### src/rtl/rom_boot_loader.sv
// UART boot sequencer for the Hack instruction ROM: receives a framed, checksummed
// program image, writes it into the ROM, replies ACK/NAK and gates the CPU reset.
module rom_boot_loader #(
  parameter int          MAX_WORDS   = 32768,
  parameter int          TIMEOUT_CYC = 10000000,
  parameter logic [7:0]  SYNC_BYTE   = 8'hA5,
  parameter logic [7:0]  ACK_BYTE    = 8'h06,
  parameter logic [7:0]  NAK_BYTE    = 8'h15,
  parameter bit          AUTOBOOT    = 1'b0
) (
  input  logic        CLK_100MHz,
  input  logic        reset_n,
  input  logic        boot_req,
  input  logic        rx_valid,
  input  logic [7:0]  rx_data,
  output logic        tx_valid,
  output logic [7:0]  tx_data,
  input  logic        tx_ready,
  output logic        rom_we,
  output logic [14:0] rom_addr,
  output logic [15:0] rom_wdata,
  output logic        cpu_hold,
  output logic        boot_active,
  output logic        boot_error
);

  localparam int             TW       = $clog2(TIMEOUT_CYC + 1);
  localparam logic [TW-1:0]  TMO_LAST = TW'(TIMEOUT_CYC - 1);
  localparam logic [16:0]    MAX_N    = 17'(MAX_WORDS);

  typedef enum logic [2:0] {
    S_IDLE, S_LEN_HI, S_LEN_LO, S_D_HI, S_D_LO, S_CHECK, S_RESP, S_RUN
  } state_t;

  localparam state_t RST_STATE = AUTOBOOT ? S_IDLE : S_RUN;

  state_t          state;
  logic [7:0]      sum;
  logic [7:0]      len_hi;
  logic [7:0]      hi_byte;
  logic [15:0]     n_words;
  logic [15:0]     idx;
  logic [TW-1:0]   tmo_cnt;
  logic            resp_ack;

  function automatic logic len_bad(input logic [15:0] n);
    return (n == 16'd0) || ({1'b0, n} > MAX_N);
  endfunction

  function automatic logic cks_ok(input logic [7:0] s, input logic [7:0] b);
    logic [7:0] t;
    t = s + b;
    return t == 8'd0;
  endfunction

  always_ff @(posedge CLK_100MHz or negedge reset_n) begin
    if (!reset_n) begin
      state       <= RST_STATE;
      sum         <= '0;
      len_hi      <= '0;
      hi_byte     <= '0;
      n_words     <= '0;
      idx         <= '0;
      tmo_cnt     <= '0;
      resp_ack    <= 1'b0;
      tx_valid    <= 1'b0;
      tx_data     <= '0;
      rom_we      <= 1'b0;
      rom_addr    <= '0;
      rom_wdata   <= '0;
      cpu_hold    <= AUTOBOOT;
      boot_active <= AUTOBOOT;
      boot_error  <= 1'b0;
    end else begin
      rom_we <= 1'b0;
      case (state)
        S_IDLE: begin
          if (rx_valid && rx_data == SYNC_BYTE) begin
            state   <= S_LEN_HI;
            sum     <= '0;
            idx     <= '0;
            tmo_cnt <= '0;
          end
        end

        S_LEN_HI, S_LEN_LO, S_D_HI, S_D_LO, S_CHECK: begin
          if (rx_valid) begin
            tmo_cnt <= '0;
            sum     <= sum + rx_data;
            case (state)
              S_LEN_HI: begin
                len_hi <= rx_data;
                state  <= S_LEN_LO;
              end
              S_LEN_LO: begin
                // Reject an empty or oversized image before any ROM write happens
                if (len_bad({len_hi, rx_data})) begin
                  state    <= S_RESP;
                  tx_valid <= 1'b1;
                  tx_data  <= NAK_BYTE;
                  resp_ack <= 1'b0;
                end else begin
                  n_words <= {len_hi, rx_data};
                  state   <= S_D_HI;
                end
              end
              S_D_HI: begin
                hi_byte <= rx_data;
                state   <= S_D_LO;
              end
              S_D_LO: begin
                rom_we    <= 1'b1;
                rom_addr  <= idx[14:0];
                rom_wdata <= {hi_byte, rx_data};
                idx       <= idx + 16'd1;
                state     <= (idx + 16'd1 == n_words) ? S_CHECK : S_D_HI;
              end
              default: begin
                state    <= S_RESP;
                tx_valid <= 1'b1;
                resp_ack <= cks_ok(sum, rx_data);
                tx_data  <= cks_ok(sum, rx_data) ? ACK_BYTE : NAK_BYTE;
              end
            endcase
          end else if (tmo_cnt == TMO_LAST) begin
            // Sender went quiet mid-frame: abandon it and report failure
            state    <= S_RESP;
            tx_valid <= 1'b1;
            tx_data  <= NAK_BYTE;
            resp_ack <= 1'b0;
            tmo_cnt  <= '0;
          end else begin
            tmo_cnt <= tmo_cnt + 1'b1;
          end
        end

        S_RESP: begin
          if (tx_ready) begin
            tx_valid <= 1'b0;
            if (resp_ack) begin
              state       <= S_RUN;
              cpu_hold    <= 1'b0;
              boot_active <= 1'b0;
              boot_error  <= 1'b0;
            end else begin
              state      <= S_IDLE;
              boot_error <= 1'b1;
            end
          end
        end

        S_RUN: begin
          if (boot_req) begin
            state       <= S_IDLE;
            cpu_hold    <= 1'b1;
            boot_active <= 1'b1;
          end
        end

        default: state <= RST_STATE;
      endcase
    end
  end

endmodule
### config.mk
export PLATFORM = sky130hd
export DESIGN_NAME = rom_boot_loader
export DESIGN_NICKNAME = d
export VERILOG_FILES = /design/src/rtl/rom_boot_loader.sv
export SDC_FILE = /design/constraint.sdc
export NUM_CORES = 1
export LEC_CHECK = 0
export BUFFER_PORTS_ARGS = -buffer_cell sky130_fd_sc_hd__buf_4
export CELL_PAD_IN_SITES_DETAIL_PLACEMENT = 0
export CELL_PAD_IN_SITES_GLOBAL_PLACEMENT = 1
export CORE_MARGIN = 5
export CORE_UTILIZATION = 30
export DETAILED_ROUTE_END_ITERATION = 12
export HOLD_SLACK_MARGIN = 0.08
export PLACE_DENSITY = 0.56
export SYNTH_ARGS = -nofsm -noshare
export SYNTH_HDL_FRONTEND = slang
export SYNTH_SLANG_ARGS = --single-unit
### constraint.sdc
create_clock -name CLK_100MHz -period 2.3 [get_ports CLK_100MHz]
set_input_delay 0.115 -clock CLK_100MHz [delete_from_list [all_inputs] [get_ports CLK_100MHz]]
set_output_delay 0.115 -clock CLK_100MHz [all_outputs]
set_load 0.01 [all_outputs]
==> flow_metrics.env, run 1 <==
export IMPL_grt_overflow=0
export IMPL_wl_met3_um=601
export IMPL_ys_types=64
export IMPL_min_path_type="in -> reg"
export IMPL_diodes=0
export IMPL_yosysWarnings=0
export IMPL_htreeDepth=4
export IMPL_grt_pass1_vias=5227
export IMPL_layout_drive_gt1_share_pct=23.2
export IMPL_ys_ff_latch=121
export IMPL_drcViolationCount=0
export IMPL_grt_pass1_wl_um=28000
export IMPL_wl_met2_um=7730
export IMPL_nNetsFinal=769
export IMPL_synthesis_area_mm2=0.00631
export IMPL_wl_per_cell_um=16.1
export IMPL_fin_crit_sh_pct=96.4
export IMPL_synth_xor_area_share_pct=5.81
export IMPL_worst_pin_slew_ns=0.674
export IMPL_clockBufferDepth=2
export IMPL_synth_compound_area_share_pct=12.2
export IMPL_setup_violations=0
export IMPL_tritoncts="done"
export IMPL_first_iter_violations=254
export IMPL_critPathLaunch="rx_data[0]"
export IMPL_crit_fanout=7
export IMPL_ant_nets=0
export IMPL_final_hold_violation_count=0
export IMPL_gp_congestion=0.791
export IMPL_hp_start="rx_valid"
export IMPL_via_count=5106
export IMPL_area_delta_synth_final_pct=26.5
export IMPL_synthSimpleGateAreaFrac_pct=21.7
export IMPL_fin_skew_ns=0.00834
export IMPL_p_leak_nw=3.60
export IMPL_hpwlAfterDp_um=11600
export IMPL_fp_dieH_um=155
export IMPL_path_class="in -> reg"
export IMPL_timing_rr_start="sum[0]$_DFFE_PN0P_"
export IMPL_n_fill_cell=2137
export IMPL_synth_avg_cell_area_um2=9.51
export IMPL_netlist_area_leader_share_pct=46.8
export IMPL_port_buffers=52
export IMPL_vias_per_cell=4.94
export IMPL_synthesis_instances=663
export IMPL_crit_required_ns=2.65
export IMPL_yosysSeqAreaShare_pct=48.1
export IMPL_slew_viol_final=0
export IMPL_cap_violations=0
export IMPL_post_cts_setup_buffer_count=0
export IMPL_muxShareOfSynthArea_pct=6.19
export IMPL_cts_root_buffer="clkbuf_16"
export IMPL_status="finished clean"
export IMPL_clock_fmax_mhz=451
export IMPL_initial_core_util_pct=30.2
export IMPL_rows=53
export IMPL_die_area_mm2=0.0240
export IMPL_ios=57
export IMPL_clock_latency_ns=0.41
export IMPL_relSlewSlack_pct=55.0
export IMPL_async_flop_share_pct=100
export IMPL_path_clk_slew_ns=0.06
export IMPL_ir_drop_mv=0.590
export IMPL_startpoint_type="input port"
export IMPL_period_minus_slack_ns=2.22
export IMPL_power_density_mw_per_mm2=1170
export IMPL_cts_sinks=121
export IMPL_power_total_mw=9.31
export IMPL_synth_ff_type="dfrtp_1"
export IMPL_synth_edf_count=0
export IMPL_synth_top_family_by_area="simple AND/OR/NAND/NOR gates"
export IMPL_yosys_top_cells_area="dfrtp_1, nand2_1, mux2_2"
export IMPL_cts_inserted_buffers=17
export IMPL_wl_met1_um=8140
export IMPL_dr_pass1_iters=4
export IMPL_grt_max_degree=51
export IMPL_critPathCaptureType="flop"
export IMPL_core_area_mm2=0.0209
export IMPL_antenna_found_initial=0
export IMPL_yosys_area_share_adder_pct=2.10
export IMPL_hold_ws_ns=0.128
export IMPL_cp_arrival_ns=2.56
export IMPL_die_w_um=155
export IMPL_track_usage_pct=14.4
export IMPL_wirelength_um=16600
export IMPL_yosysTopAreaCell="dfrtp_1"
export IMPL_highest_layer="met4"
-- state kept, by name (all words and copies together), names as in the netlist, 3 cells and up --
| signal | flops |
|---|---|
| state | 3 |
| n_words | 16 |
| sum | 8 |
| hi_byte | 8 |
| idx | 16 |
| tmo_cnt | 24 |
| rom_wdata | 16 |
| rom_addr | 15 |
| tx_data | 3 |
| len_hi | 8 |
-- kinds of logic (layout without fill, tap and decap cells) --
| kind of cell | after synthesis | in the layout |
|---|---|---|
| adders and majority gates | 10 | 10 |
| buffers and inverters | 50 | 143 |
| other | 1 | 4 |
| muxes | 35 | 35 |
| DFF | 121 | 121 |
| AOI/OAI and AO/OA | 118 | 118 |
| xor gates and xnor gates | 41 | 41 |
| and+or+nand+nor | 287 | 287 |
-- stage by stage --
stage | utilization, % | setup slack (ns) | std cells | TNS [ns] | area (µm²)
floorplan | - | 0.224 | 666 | 0 | 6320
detailed placement | 34.3 | 0.00446 | 990 | 0 | 7160
global placement | 34.3 | 0.0485 | 990 | 0 | 7160
CTS | 38.1 | 0.0133 | 1034 | 0 | 7950
finish | 38.2 | 0.0835 | 1034 | 0 | 7980
global route | 38.2 | -0.00784 | 1034 | -0.0122 | 7980
-- power by group --
part	internal, mW	total, mW	leakage [nW]	switching [mW]
combinational	1.42	3.09	1.71	1.67
sequential	2.75	3.22	1.57	0.471
clock	1.99	3.00	0.320	1.01
total	6.16	9.31	3.60	3.15
-- worst paths after layout --
kind                                                  end  slack, ns  cells past startpoint
worst max register to register     tx_data[1]$_DFFE_PN0P_       0.14                      8
worst min-delay path                   sum[4]$_DFFE_PN0P_       0.13                      2
min in group asynchronous         rom_addr[0]$_DFFE_PN0P_       0.25                      2
worst min register to register  rom_wdata[10]$_DFFE_PN0P_       0.46                      2
max in group asynchronous            state[2]$_DFFE_PN1P_       1.33                      3
worst max-delay path               tx_data[1]$_DFFE_PN0P_       0.08                     10
-- critical path: stages --
cell           delay, ns
dlygate4sd3_1       0.54
buf_4               0.17
ha_1                0.24
fa_2                0.38
a211oi_2            0.22
nor2_1              0.08
xor2_1              0.17
nor4b_2             0.29
and3_1              0.21
a31o_2              0.16
-- per-layer routing --
layer | global-route usage (%) | up-vias
met5 | 0 | -
met1 | 20.0 | 2523
met4 | 3.70 | 0
li1 | - | 2489
met2 | 22.7 | 82
met3 | 3.20 | 12
-- synthesized netlist by cell type, types with 6 or more instances --
cell type,n
nand2_1,132
o31ai_1,15
dfrtp_1,118
nor2b_1,8
xnor2_1,25
and2_1,6
and4_1,6
mux2_2,32
buf_4,8
xor2_1,15
o21ai_0,47
inv_1,9
nor3_1,14
a21oi_1,16
ha_1,9
buf_2,16
clkbuf_1,15
nand4_1,7
nor4_1,13
nor2_1,46
nand3_1,30
and3_1,6
-- final cells by class --
| cell class | count | area (µm²) | area share [%] |
|---|---|---|---|
| tap | 275 | 344 | 4.31 |
| multi-input combinational | 495 | 3080 | 38.6 |
| clock buffer | 19 | 453 | 5.68 |
| timing repair buffer | 102 | 821 | 10.3 |
| clock inverter | 13 | 218 | 2.73 |
| inverter | 9 | 33.8 | 0.423 |
| sequential | 121 | 3030 | 38.0 |
-- cell usage in the layout (no fill, tap or decap), drive strengths merged, types with 16 or more instances in the layout --
| cell type | instances |
|---|---|
| xnor2 | 26 |
| a21oi | 16 |
| nor2 | 46 |
| nand3 | 30 |
| nand2 | 132 |
| o21ai | 47 |
| clkbuf | 19 |
| dfrtp | 118 |
| buf | 90 |
| mux2 | 32 |
-- repair_timing --
item,in CTS,in global routing
endpoints found under the hold margin,73,0
setup endpoints to repair,2,43
hold buffers,12,0
resized for setup,1,7
Note: power is estimated with default switching activity, not from simulation.
==> inputs of run 2 (changes only) <==
--- a/config.mk
+++ b/config.mk
@@ -8,6 +8,7 @@
 export BUFFER_PORTS_ARGS = -buffer_cell sky130_fd_sc_hd__buf_4
 export CELL_PAD_IN_SITES_DETAIL_PLACEMENT = 0
 export CELL_PAD_IN_SITES_GLOBAL_PLACEMENT = 1
+export CORE_ASPECT_RATIO = 1.4
 export CORE_MARGIN = 5
 export CORE_UTILIZATION = 30
 export DETAILED_ROUTE_END_ITERATION = 12
==> constraint.sdc (replaced) <==
create_clock -name CLK_100MHz -period 2.3 [get_ports CLK_100MHz]
set_input_delay 0 -clock CLK_100MHz [delete_from_list [all_inputs] [get_ports CLK_100MHz]]
set_output_delay 0 -clock CLK_100MHz [all_outputs]
set_load 0.01 [all_outputs]
==> run 2 against run 1 <==
  * Maximum frequency rose by 0.74%
  * Global-route usage barely moved
  * Combinational power barely moved
  * Sequential cell count did not move
  * Power fell by 3.4%
  * Routed wire length fell by 0.89%
  * Worst setup slack improved by 0.016 ns
  * Clock-buffer cell count rose by 1
  * Largest power group unchanged
  * Sequential share of layout area rose by 0.13 points
  * Final cell count fell by 1.5%
  * Clock skew rose by 0.0015 ns
  * Core utilization rose by 0.34 points
==> flow_metrics.env, run 2 (same netlist as run 1, synthesis figures left out) <==
export IMPL_fin_area_mm2=0.00795
export IMPL_final_cell_mix="nand2_1, dfrtp_1, buf_4, o21ai_0, nor2_1"
export IMPL_clockBufferDepth=2
export IMPL_ant_nets=0
export IMPL_dr_pass1_iters=4
export IMPL_cts_sinks=121
export IMPL_wl_per_cell_um=16.2
export IMPL_top_register="tmo_cnt"
export IMPL_htreeDepth=4
export IMPL_fin_crit_sh_pct=95.7
export IMPL_startpoint_type="flop"
export IMPL_worst_pin_slew_ns=0.616
export IMPL_crit_required_ns=2.65
export IMPL_grt_pass1_vias=5451
export IMPL_core_area_mm2=0.0206
export IMPL_antenna_found_initial=0
export IMPL_critPathCaptureType="flop"
export IMPL_slew_viol_final=0
export IMPL_path_clk_slew_ns=0.06
export IMPL_final_hold_violation_count=0
export IMPL_period_minus_slack_ns=2.20
export IMPL_grt_overflow=0
export IMPL_cp_cell_sequence="ha_2, nand4_1, or4_4, xnor2_2, nand3_2, nor4_4, buf_4, a21o_1"
export IMPL_cap_violations=0
export IMPL_n_fill_cell=2097
export IMPL_rows=62
export IMPL_largest_register_ffs=24
export IMPL_power_total_mw=8.99
export IMPL_relSlewSlack_pct=58.9
export IMPL_gp_congestion=0.814
export IMPL_placed_cell_area_mm2=0.00716
export IMPL_initial_core_util_pct=30.6
export IMPL_rsz0062_at_grt="true"
export IMPL_cts_inserted_buffers=17
export IMPL_track_usage_pct=14.4
export IMPL_ios=57
export IMPL_crit_family="simple AND/OR/NAND/NOR gates"
export IMPL_min_path_type="in -> async"
export IMPL_layout_drive_gt1_share_pct=23.5
export IMPL_status="finished clean"
export IMPL_nNetsFinal=773
export IMPL_tritoncts="done"
export IMPL_first_iter_violations=233
export IMPL_vias_per_cell=5.00
export IMPL_clock_fmax_mhz=454
export IMPL_path_class="reg -> reg"
export IMPL_area_delta_synth_final_pct=26.1
export IMPL_crit_fanout=4
export IMPL_reg2reg_slack_ns=0.1
export IMPL_p_leak_nw=3.61
export IMPL_cp_arrival_ns=2.55
export IMPL_die_w_um=133
export IMPL_ir_drop_mv=0.514
export IMPL_slowest_delay_ns=0.63
export IMPL_grt_max_degree=51
export IMPL_fp_dieH_um=182
export IMPL_drcViolationCount=0
export IMPL_fin_skew_ns=0.00982
export IMPL_port_buffers=52
export IMPL_cts_root_buffer="clkbuf_16"
export IMPL_critPathBufInv=1
export IMPL_wirelength_um=16500
export IMPL_grt_pass1_wl_um=28100
export IMPL_diodes=0
export IMPL_hpwlAfterDp_um=12000
export IMPL_power_density_mw_per_mm2=1130
export IMPL_via_count=5099
export IMPL_crit_slowest_cell="or4_4"
export IMPL_setup_violations=0
export IMPL_final_common_cell="nand2_1"
export IMPL_clock_latency_ns=0.41
export IMPL_die_area_mm2=0.0241
## run 2: cell count changes in the layout (fill, tap and decap cells not counted), moves of 2 or more
cell	delta
nor4_4	+2
buf_4	+2
bufinv_16	-3
inv_6	+2
nor4_2	-2
## run 2: timing repair
action	in CTS	in global routing
setup buffers	0	1
gates resized for setup	1	9
cloned	0	0
hold buffers	13	0
hold endpoints to repair	84	0
pin swaps	0	2
endpoints found under the setup margin	2	22
## run 2: path summary, 6_finish.rpt
kind                       cells after the start                    from                   endpoint
max                                            8      idx[0]$_DFFE_PN0P_       state[2]$_DFFE_PN1P_
min                                            2                 reset_n  rom_wdata[13]$_DFFE_PN0P_
max reg2reg                                    8      idx[0]$_DFFE_PN0P_       state[2]$_DFFE_PN1P_
min reg2reg                                    2  hi_byte[1]$_DFFE_PN0P_   rom_wdata[9]$_DFFE_PN0P_
max in group asynchronous                      3                 reset_n        idx[13]$_DFFE_PN0P_
min in group CLK_100MHz                        4              rx_data[0]   rom_wdata[0]$_DFFE_PN0P_
## run 2: final cells by class
| type | instances | area, µm² | area share (%) |
|---|---|---|---|
| Clock buffer | 20 | 457 | 5.74 |
| Clock inverter | 12 | 141 | 1.78 |
| Inverter | 9 | 33.8 | 0.425 |
| Multi-Input combinational cell | 495 | 3100 | 39.0 |
| Sequential cell | 121 | 3030 | 38.1 |
| Tap cell | 256 | 320 | 4.03 |
| Timing Repair Buffer | 106 | 866 | 10.9 |
## run 2: worst register-to-register path, cell delays in order, from the launching register on
cell and delay (ns):
dfrtp_1 0.35, ha_2 0.19, nand4_1 0.22, or4_4 0.63, xnor2_2 0.16, nand3_2 0.13, nor4_4 0.19, buf_4 0.16
a21o_1 0.11
## run 2: through the flow
stage / utilization (%) / worst slack, ns / hold slack [ns] / instances / setup TNS (ns)
final: 38.5 / 0.0997 / 0.139 / 1019 / 0
after global routing: 38.5 / -0.0535 / 0.211 / 1019 / -0.0653
after CTS: 38.2 / 0.0161 / 0.167 / 1018 / 0
after detailed placement: 34.7 / 0.00939 / 0.0680 / 973 / 0
after global placement: 34.7 / 0.0539 / 0.0586 / 973 / 0
after floorplan: - / 0.224 / -0.296 / 666 / 0
## run 2: power by group
part	internal, mW	total, mW	switching (mW)
Clock	1.67	2.68	1.01
Combinational	1.45	3.10	1.65
Sequential	2.75	3.21	0.462
## run 2: metal layers
metal / wire [µm] / global-route usage (%)
met4: 439 / 6.16
met1: 6920 / 16.3
met2: 8710 / 26.4
met3: 422 / 2.60
met5: 0 / 0
==> inputs of run 3 (changes only) <==
--- a/config.mk
+++ b/config.mk
@@ -14,6 +14,7 @@
 export DETAILED_ROUTE_END_ITERATION = 12
 export HOLD_SLACK_MARGIN = 0.08
 export PLACE_DENSITY = 0.56
+export RECOVER_POWER = 50
 export SYNTH_ARGS = -nofsm -noshare
 export SYNTH_HDL_FRONTEND = slang
 export SYNTH_SLANG_ARGS = --single-unit
==> run 3 against run 2 <==
  * Worst setup slack better by 0.0038 ns
  * Largest cell class unchanged
  * Critical path type unchanged
  * Largest power group unchanged
  * Non-clock buffer count unchanged
  * Global-route usage unchanged
  * Worst hold slack improved by 0.21 ns
  * Final cell count did not move
==> flow_metrics.env, run 3 (same netlist as run 1, synthesis figures left out) <==
export IMPL_grt_max_degree=51
export IMPL_die_w_um=133
export IMPL_rsz0062_at_grt="true"
export IMPL_top_register="tmo_cnt"
export IMPL_min_path_type="in -> async"
export IMPL_clock_latency_ns=0.41
export IMPL_gr_usage_met3_pct=2.60
export IMPL_gp_congestion=0.814
export IMPL_worst_pin_slew_ns=1.16
export IMPL_dp_cells=973
export IMPL_period_minus_slack_ns=2.20
export IMPL_crit_required_ns=2.65
export IMPL_wl_per_cell_um=16.2
export IMPL_largest_register_ffs=24
export IMPL_drcViolationCount=0
export IMPL_clockBufferDepth=2
export IMPL_clockPowerShare_pct=30.3
export IMPL_grt_pass1_vias=5451
export IMPL_status="finished clean"
export IMPL_nNetsFinal=773
export IMPL_dr_pass1_iters=4
export IMPL_relSlewSlack_pct=22.7
export IMPL_critPathCaptureType="flop"
export IMPL_p_leak_nw=3.44
export IMPL_hpwlAfterDp_um=12000
export IMPL_final_hold_violation_count=0
export IMPL_cap_violations=0
export IMPL_combPwrFrac_pct=33.4
export IMPL_fp_dieH_um=182
export IMPL_power_density_mw_per_mm2=1140
export IMPL_htreeDepth=4
export IMPL_fin_crit_sh_pct=95.5
export IMPL_path_clk_slew_ns=0.06
export IMPL_path_class="reg -> reg"
export IMPL_grt_pass1_wl_um=28100
export IMPL_final_cells=1019
export IMPL_ios=57
export IMPL_startpoint_type="flop"
export IMPL_setup_tns_final_ns=0
export IMPL_p_sw_share_pct=35.3
export IMPL_wirelength_um=16500
export IMPL_port_buffers=52
export IMPL_tritoncts="done"
export IMPL_layout_drive_gt1_share_pct=18.2
export IMPL_clock_fmax_mhz=455
export IMPL_area_delta_synth_final_pct=23.4
export IMPL_gr_usage_met2_pct=26.4
export IMPL_fin_area_mm2=0.00778
export IMPL_met1_usage_pct=16.3
export IMPL_ant_nets=0
export IMPL_crit_fanout=4
export IMPL_ir_drop_mv=0.513
export IMPL_die_area_mm2=0.0241
export IMPL_fin_skew_ns=0.00894
export IMPL_via_count=5113
export IMPL_first_iter_violations=268
export IMPL_final_cell_mix="nand2_1, dfrtp_1, buf_4, o21ai_0, nor2_1"
export IMPL_reg2reg_slack_ns=0.10
export IMPL_power_total_mw=8.84
export IMPL_diodes=0
export IMPL_p_int_mw=5.72
export IMPL_setup_violations=0
export IMPL_slew_viol_final=0
export IMPL_final_common_cell="nand2_1"
export IMPL_cts_sinks=121
export IMPL_initial_core_util_pct=30.6
export IMPL_grt_overflow=0
export IMPL_placed_cell_area_mm2=0.00716
export IMPL_place_ws_ns=0.00939
export IMPL_p_sw_mw=3.12
export IMPL_core_area_mm2=0.0206
export IMPL_cts_root_buffer="clkbuf_16"
export IMPL_track_usage_pct=14.4
export IMPL_rows=62
export IMPL_power_frac_seq_pct=36.3
export IMPL_cts_inserted_buffers=17
export IMPL_antenna_found_initial=0
export IMPL_cp_arrival_ns=2.55
export IMPL_top_usage_layer="met2"
export IMPL_fin_ws_ns=0.104
export IMPL_vias_per_cell=5.02
[run 3: cell count changes in the layout (fill, tap and decap cells not counted)]
cell	delta
clkbuf_1	+40
buf_4	-42
buf_12	-1
clkbuf_4	+1
clkbuf_2	+2
[run 3: cell type report]
| cell class | instances | area, µm² |
|---|---|---|
| Clock buffer | 20 | 457 |
| Multi-Input combinational cell | 495 | 3100 |
| Clock inverter | 12 | 141 |
| Tap cell | 256 | 320 |
| Inverter | 9 | 33.8 |
| Fill cell | 2139 | 12900 |
| Timing Repair Buffer | 106 | 698 |
| Sequential cell | 121 | 3030 |
[run 3: metal layers]
layer  part of all wire (%)  wire length [µm]
met2                     53              8740
met1                     42              6990
met4                    2.4               398
met5                      0                 0
met3                    2.3               387
[run 3: what timing repair did]
item / 4_1_cts / 5_1_grt
gates resized for setup: 1 / 9
pin swaps: 0 / 2
setup buffers: 0 / 1
endpoints found under the setup margin: 2 / 22
hold endpoints to repair: 84 / 0
hold buffers: 13 / 0
[run 3: worst max-delay path, cell delays in order (launching register included)]
cell and delay (ns):
dfrtp_1 0.35, ha_2 0.18, nand4_1 0.22, or4_4 0.63
xnor2_2 0.16, nand3_2 0.13, nor4_4 0.19, buf_4 0.16
a21o_1 0.11
[run 3: path summary, 6_finish.rpt]
kind / start / to / depth (start not counted)
max reg2reg: idx[0]$_DFFE_PN0P_ / state[2]$_DFFE_PN1P_ / 8
min in group CLK_100MHz: rx_data[0] / rom_wdata[0]$_DFFE_PN0P_ / 4
max: idx[0]$_DFFE_PN0P_ / state[2]$_DFFE_PN1P_ / 8
min: reset_n / rom_wdata[13]$_DFFE_PN0P_ / 2
max in group asynchronous: reset_n / tmo_cnt[5]$_DFFE_PN0P_ / 3
min reg2reg: hi_byte[1]$_DFFE_PN0P_ / rom_wdata[9]$_DFFE_PN0P_ / 2
[run 3: through the flow]
| step | hold slack, ns | utilization (%) |
|---|---|---|
| 3_5_place_dp | 0.0680 | 34.7 |
| 6_report | 0.349 | 37.7 |
| 2_1_floorplan | -0.296 | - |
| 3_3_place_gp | 0.0586 | 34.7 |
| 5_1_grt | 0.416 | 37.7 |
| 4_1_cts | 0.167 | 38.2 |
[run 3: power groups by stage]
stage	registers (mW)	logic, mW	clock network (mW)
after detailed placement	3.25	3.09	0
after floorplan	3.17	2.05	0
after global placement	3.23	3.07	0
after CTS	3.22	3.13	2.77
after global routing	3.30	3.35	2.85
final	3.21	2.95	2.68
